===== config.mk =====
export PLATFORM = sky130hd
export DESIGN_NAME = riscv_run_ctrl
export DESIGN_NICKNAME = d
export VERILOG_FILES = /design/src/rtl/riscv_ctrl_pkg.sv /design/src/rtl/riscv_run_ctrl.sv
export SDC_FILE = /design/constraint.sdc
export NUM_CORES = 1
export LEC_CHECK = 0
export BUFFER_PORTS_ARGS = -buffer_cell sky130_fd_sc_hd__buf_4
export CAP_MARGIN = 15
export CORE_MARGIN = 2
export CORE_UTILIZATION = 40
export DETAILED_ROUTE_END_ITERATION = 8
export GPL_TIMING_DRIVEN = 0
export PLACE_DENSITY_LB_ADDON = 0.08
export SKIP_CTS_REPAIR_TIMING = 1
export SLEW_MARGIN = 25
export SYNTH_ARGS = -nofsm -noshare
export SYNTH_HDL_FRONTEND = slang
export SYNTH_SLANG_ARGS = --single-unit
export TNS_END_PERCENT = 50

===== constraint.sdc =====
create_clock -name clk -period 2.5 [get_ports clk]
set_input_delay 0.5 -clock clk [delete_from_list [all_inputs] [get_ports clk]]
set_output_delay 0.5 -clock clk [all_outputs]
set_load 0.01 [all_outputs]

===== src/rtl/riscv_ctrl_pkg.sv =====
// Shared types and default sizing for the RISC-V run controller.
package riscv_ctrl_pkg;

  localparam int XLEN_DEF    = 32;
  localparam int IMEM_AW_DEF = 8;
  localparam int NREGS_DEF   = 32;
  localparam int CNT_W_DEF   = 16;

  typedef enum logic [2:0] {
    ST_IDLE,
    ST_LOAD,
    ST_RUN,
    ST_DUMP,
    ST_DONE
  } run_state_e;

endpackage


===== src/rtl/riscv_run_ctrl.sv =====
// Session controller: streams a program into instruction memory, releases the
// core for a fixed number of cycles, then streams the register file back out.
module riscv_run_ctrl
  import riscv_ctrl_pkg::*;
#(
  parameter int XLEN    = XLEN_DEF,
  parameter int IMEM_AW = IMEM_AW_DEF,
  parameter int NREGS   = NREGS_DEF,
  parameter int CNT_W   = CNT_W_DEF
) (
  input  logic                     clk,
  input  logic                     rst_n,
  input  logic                     start,
  input  logic [CNT_W-1:0]         run_len,
  input  logic                     ld_valid,
  output logic                     ld_ready,
  input  logic [XLEN-1:0]          ld_data,
  input  logic                     ld_last,
  output logic                     imem_we,
  output logic [IMEM_AW-1:0]       imem_waddr,
  output logic [XLEN-1:0]          imem_wdata,
  output logic                     core_rst_n,
  output logic [$clog2(NREGS)-1:0] rf_raddr,
  input  logic [XLEN-1:0]          rf_rdata,
  output logic                     dump_valid,
  input  logic                     dump_ready,
  output logic [$clog2(NREGS)-1:0] dump_idx,
  output logic [XLEN-1:0]          dump_data,
  output logic                     dump_last,
  output logic                     busy,
  output logic                     done,
  output logic                     ovf
);

  localparam int RF_AW = $clog2(NREGS);
  localparam logic [IMEM_AW-1:0] WADDR_MAX = '1;
  localparam logic [RF_AW-1:0]   IDX_LAST  = RF_AW'(NREGS - 1);

  run_state_e         r_state;
  logic [IMEM_AW-1:0] r_waddr;
  logic [CNT_W-1:0]   r_cnt;
  logic [RF_AW-1:0]   r_idx;
  logic               r_ovf;

  logic w_ld_hs;
  logic w_at_max;
  logic w_ld_end;

  assign w_ld_hs  = (r_state == ST_LOAD) && ld_valid;
  assign w_at_max = (r_waddr == WADDR_MAX);
  // The last memory slot closes the load even without ld_last; the pointer never wraps.
  assign w_ld_end = w_ld_hs && (ld_last || w_at_max);

  always_ff @(posedge clk) begin
    if (!rst_n) begin
      r_state <= ST_IDLE;
      r_waddr <= '0;
      r_cnt   <= '0;
      r_idx   <= '0;
      r_ovf   <= 1'b0;
    end else begin
      case (r_state)
        ST_IDLE: begin
          if (start) begin
            r_cnt   <= run_len;
            r_waddr <= '0;
            r_idx   <= '0;
            r_ovf   <= 1'b0;
            r_state <= ST_LOAD;
          end
        end
        ST_LOAD: begin
          if (w_ld_hs) begin
            if (!w_at_max) r_waddr <= r_waddr + 1'b1;
            if (w_at_max && !ld_last) r_ovf <= 1'b1;
          end
          if (w_ld_end) r_state <= (r_cnt == '0) ? ST_DUMP : ST_RUN;
        end
        ST_RUN: begin
          r_cnt <= r_cnt - 1'b1;
          if (r_cnt == CNT_W'(1)) r_state <= ST_DUMP;
        end
        ST_DUMP: begin
          if (dump_ready) begin
            if (r_idx == IDX_LAST) r_state <= ST_DONE;
            else r_idx <= r_idx + 1'b1;
          end
        end
        ST_DONE: r_state <= ST_IDLE;
        default: r_state <= ST_IDLE;
      endcase
    end
  end

  assign ld_ready   = (r_state == ST_LOAD);
  assign imem_we    = w_ld_hs;
  assign imem_waddr = r_waddr;
  assign imem_wdata = ld_data;
  assign core_rst_n = (r_state == ST_RUN);
  assign rf_raddr   = r_idx;
  assign dump_valid = (r_state == ST_DUMP);
  assign dump_idx   = r_idx;
  assign dump_data  = rf_rdata;
  assign dump_last  = (r_state == ST_DUMP) && (r_idx == IDX_LAST);
  assign busy       = (r_state != ST_IDLE);
  assign done       = (r_state == ST_DONE);
  assign ovf        = r_ovf;

endmodule


Word-level counts from Yosys, hierarchy flattened
Index checks and enable logic that the tools add are counted.
{"block": "word_totals", "regBits": 33, "inputBits": 86, "out_inout_bits": 90, "wordCells": 62}
{"block": "op_classes", "addsub": 3, "eq_ne": 16, "mux": 21, "n_reduce_logical": 17}
{"op": "16-bit one-hot mux with 2 select lines", "n": 1}
{"op": "8-bit two-way mux", "n": 3}
{"op": "16-bit by 1-bit equality test with 1-bit output, second input constant", "n": 1}
{"op": "16-bit zero test", "n": 1}
{"op": "16-bit two-way mux", "n": 1}
{"op": "8-bit one-hot mux with 2 select lines", "n": 1}
{"op": "16-bit by 1-bit subtractor with 16-bit output, second input constant", "n": 1}
{"op": "3-bit two-way mux", "n": 5}
{"op": "5-bit two-way mux", "n": 3}
{"op": "2-bit by 1-bit inequality test with 1-bit output, second input constant", "n": 6}
{"op": "3-bit one-hot mux with 4 select lines", "n": 1}
{"op": "4-bit AND reduction", "n": 3}
{"op": "5-bit one-hot mux with 2 select lines", "n": 1}
{"op": "8-bit by 1-bit adder with 8-bit output, second input constant", "n": 1}
{"op": "8-bit equality test, second input constant", "n": 1}
{"op": "3-bit by 2-bit equality test with 1-bit output, second input constant", "n": 2}
{"op": "2-bit inequality test, second input constant", "n": 3}
{"op": "2-bit nonzero test", "n": 3}
{"op": "5-bit by 1-bit adder with 5-bit output, second input constant", "n": 1}
{"op": "5-bit equality test, second input constant", "n": 1}
{"op": "5-bit AND reduction", "n": 1}
{"op": "1-bit logical AND", "n": 4}
{"op": "1-bit two-way mux", "n": 4}
{"op": "3-bit by 1-bit equality test with 1-bit output, second input constant", "n": 1}
{"op": "other kinds (7)", "n": 7}

Longest topological paths before layout
{"block": "logic_depth", "ltp_word": 5, "depth_mapped": 8, "depth_no_buf": 7}

Worst setup path before layout
Ideal clock, no wire load.
{"block": "synth_timing", "path_type": "reg2reg", "from": "reg r_idx[0], in the netlist dump_idx[0]", "to": "reg r_idx[3], in the netlist dump_idx[3]", "setup_ns": 0.128, "arrival_time_ns": 2.133, "required_time_ns": 2.372, "setup_slack_ns": 0.240, "stages_incl_launch_ff": 8, "n_path_buf": 0, "period_less_slack_ns": 2.260, "cell_sequence": "dfxtp_1 ha_1 and3_1 ha_1 o41ai_1 nand4_1 xor2_1 nor2_1"}
{"block": "synth_between", "elab_chain_len": 4, "elab_cells_between_ends": 7, "classes_between": "add/sub (1); eq/ne (2); mux (3); reduce/logical (1)"}
{"element": "start, declared", "line": "riscv_run_ctrl.sv:42", "source": "logic [RF_AW-1:0] r_idx;"}
{"element": "start signal, assigned", "line": "riscv_run_ctrl.sv:86", "source": "else r_idx <= r_idx + 1'b1;"}
{"element": "5-bit by 1-bit adder with 5-bit output", "line": "riscv_run_ctrl.sv:86"}
{"element": "5-bit two-way mux", "line": "riscv_run_ctrl.sv:85", "source": "if (r_idx == IDX_LAST) r_state <= ST_DONE;"}
{"element": "5-bit two-way mux", "line": "riscv_run_ctrl.sv:84", "source": "if (dump_ready) begin"}
{"element": "5-bit one-hot mux with 2 select lines", "line": "riscv_run_ctrl.sv:62", "source": "case (r_state)"}
Several ways; a longest one is shown, not always the timed one. The select of a mux whose other input is x is not followed.
A chain may end at the register's enable or synchronous reset.

Final worst setup path
{"block": "layout_timing", "from": "reg r_cnt[3]", "to": "reg r_cnt[15]"}
{"block": "layout_between", "elab_chain_len": 2}
{"element": "start, declared", "line": "riscv_run_ctrl.sv:41", "source": "logic [CNT_W-1:0] r_cnt;"}
{"element": "start signal, assigned", "line": "riscv_run_ctrl.sv:65", "source": "r_cnt <= run_len;"}
{"element": "start signal, assigned", "line": "riscv_run_ctrl.sv:80", "source": "r_cnt <= r_cnt - 1'b1;"}
{"element": "16-bit by 1-bit subtractor with 16-bit output", "line": "riscv_run_ctrl.sv:80"}
{"element": "16-bit one-hot mux with 2 select lines", "line": "riscv_run_ctrl.sv:62"}
Every way passes these cells.

==> flow_metrics.tcl <==
set metrics [dict create \
    grt_pass1_wl_um 9320 \
    synth_area_sq_mm 0.00228 \
    syn_to_final_growth_pct 44.5 \
    ys.flop_type "dfxtp_1" \
    start_util_pct 41.5 \
    cts-buffers-inserted 5 \
    place_ws_ps 100 \
    die_x_um 79.6 \
    synth.most_common_cell "buf_4" \
    rsz0062_at_grt "false" \
    nFillCells 512 \
    synth_xor_xnor_area_share_pct 4.60 \
    hold_viol 0 \
    drt-pass1-iter-count 5 \
    multi_input_area_sq_mm 0.00104 \
    max-slew-margin-rel_pct 57.9 \
    cts_sinks 33 \
    dieHeight_um 79.6 \
    timing.critical_path.max_delay_family "simple AND/OR/NAND/NOR gates" \
    remaining_drc_errors 0 \
    crit_fanout 7 \
    yosys_register_bits 33 \
    synth_adder_area_share_pct 3.29 \
    register_area_sq_um 661 \
    end_kind "register" \
    clock_latency_ps 280 \
    synthCells 290 \
    viasPerCell 4.88 \
    drv_slew 0 \
    ff2ff_path_depth 5 \
    num_vias 2336 \
    portBuffers 111 \
    synth_top_family_by_area "buffers and inverters" \
    dieArea_sq_mm 0.00633 \
    muxShareOfSynthArea_pct 0.876 \
    fp.coreArea_sq_mm 0.00551 \
    yosys.area.top_type "dfxtp_1" \
    syn_avg_cell_area_sq_um 7.88 \
    max_cap_viol_count 0 \
    ir_drop_v 0.000453 \
    p_leak_nw 1.61 \
    tightest_slew_ps 625 \
    grt_max_degree 12 \
    clock_skew_ps 6.26 \
    crit_required_ps 2700 \
    rows 27 \
    cts_tree "yes" \
    syn_nets 382 \
    start_kind "register" \
    antenna_left 0 \
    synth_top_area_share_pct 28.9 \
    yosysWarningCount 0 \
    dp_hpwl_um 5010 \
    finalCritPeriodShare_pct 95.6 \
    grt_pass1_vias 2119 \
    synth_cell_types 46 \
    n_antenna_cell 0 \
    cp_slowest_stage_delay_ps 590 \
    routed_wl_um 6170 \
    p_per_area_mw_per_mm2 680 \
    synth_area_leaders "dfxtp_1, buf_4, nor2_1" \
    place_congestion 0.834 \
    path_class "register to register" \
    antenna_found_initial 0 \
    drive_gt1_share_pct 47.9 \
    yosys.area_share.simple_pct 20.8 \
    wl_per_cell_um 12.9 \
    arrival_ps 2590 \
    async_flop_share_pct 0 \
    worst-path-buf-inv 0 \
    holdPathStages 3 \
    setup_viol 0 \
    drt-initial-drc-count 75 \
    grt_overflow 0 \
    timing.final.crit_period_ps 2390 \
    cts_buffer_depth 2 \
    cp_slowest_cell "or4_4" \
    synth_compound_area_share_pct 15.4 \
    num-nets-final 498 \
    cp_cell_sequence "or4_4, or4_4, or3_1, or3_1, a31oi_1" \
    synth-seq-area-share_pct 28.9 \
    crit_cells 5 \
    ios 176 \
    max_clock_freq_mhz 418 \
    synth-edff-count 0 \
    h-tree-depth 2 \
    cts.clk_slew.worst_paths_ps 70 \
    whs_ps 473 \
    root_buffer "clkbuf_8" \
    ys_top_cells_by_count "buf_4, dfxtp_1, nor2_1, a21oi_1, nand2_1" \
    grt_use_total_pct 18.3 \
    status "finished, final reports clean" \
    layout_setup_ws_ps 110 \
    min_path_type "input pin to register" \
]
sequential cells by signal, summed over array words and instances, names as in the netlist:
register / count
dump_idx: 5
imem_waddr: 8
ovf: 1
r_cnt: 16
r_state: 3
worst paths after layout:
check	from	end	slack [ps]
worst max register to register	r_cnt[3]	r_cnt[15]	110
worst max-delay path	r_cnt[3]	r_cnt[15]	110
worst min-delay path	run_len[2]	r_cnt[2]	470
worst min register to register	ovf	ovf	490
stage by stage:
stage | cell area, sq um | setup TNS (ps) | utilization (%) | power (mW) | std cells
after floorplan | 2280 | 0 | - | 1.49 | 290
after global placement | 3210 | 0 | 58.3 | 1.84 | 473
after detailed placement | 3220 | 0 | 58.4 | 1.85 | 473
after CTS | 3300 | -84.9 | 60.0 | 2.25 | 481
after global routing | 3300 | 0 | 60.0 | 2.42 | 479
final | 3300 | 0 | 60.0 | 2.24 | 479
layout by cell type (no fill, tap or decap), drive strengths merged, types with 2 or more instances in the layout:
cell	count
dfxtp	33
nand2	18
o22ai	2
o21ai	7
nand4	2
xnor2	2
and3	6
buf	180
or3	3
mux2i	2
clkinvlp	2
o2111ai	3
nor4	5
nand2b	2
clkbuf	13
ha	6
o311ai	2
nor2	32
a22oi	2
nor3	8
a21oi	18
clkinv	3
o211ai	5
or4	4
a31oi	5
xor2	10
a2bb2oi	2
nand3	4
inv	9
nand4b	2
layout make-up:
| type | count | share of cell area (%) |
|---|---|---|
| repair buffers | 111 | 25.2 |
| inverters | 11 | 1.36 |
| flip-flops and latches | 33 | 20.0 |
| well taps | 72 | 2.73 |
| clock inverters | 3 | 0.531 |
| clock buffers | 5 | 2.08 |
| multi-input cells | 167 | 31.5 |
| plain buffers | 77 | 16.6 |
kinds of logic after synthesis:
logic type,after synthesis
simple gates,93
buf+inv,90
compound gates,54
flops,33
xor+xnor,12
fa+ha+maj,6
mux,2
routing by layer:
layer  part of all wire [%]  vias up  track usage [%]
met4                    1.6        0             6.21
li1                       -     1175                -
met5                      0        -                0
met1                     39     1015             21.6
met2                     48      137             32.7
met3                     11        9             3.96
worst register-to-register path, cell delays in order, from the launching register on:
cell     delay, ps
dfxtp_1        370
or4_4          590
or4_4          540
or3_1          330
or3_1          320
a31oi_1        160
power by group:
group / internal [mW] / switching [mW] / total, mW
Combinational: 0.528 / 0.586 / 1.11
Sequential: 0.623 / 0.116 / 0.739
Clock: 0.192 / 0.198 / 0.390
Power figures use the tool's default switching activity.
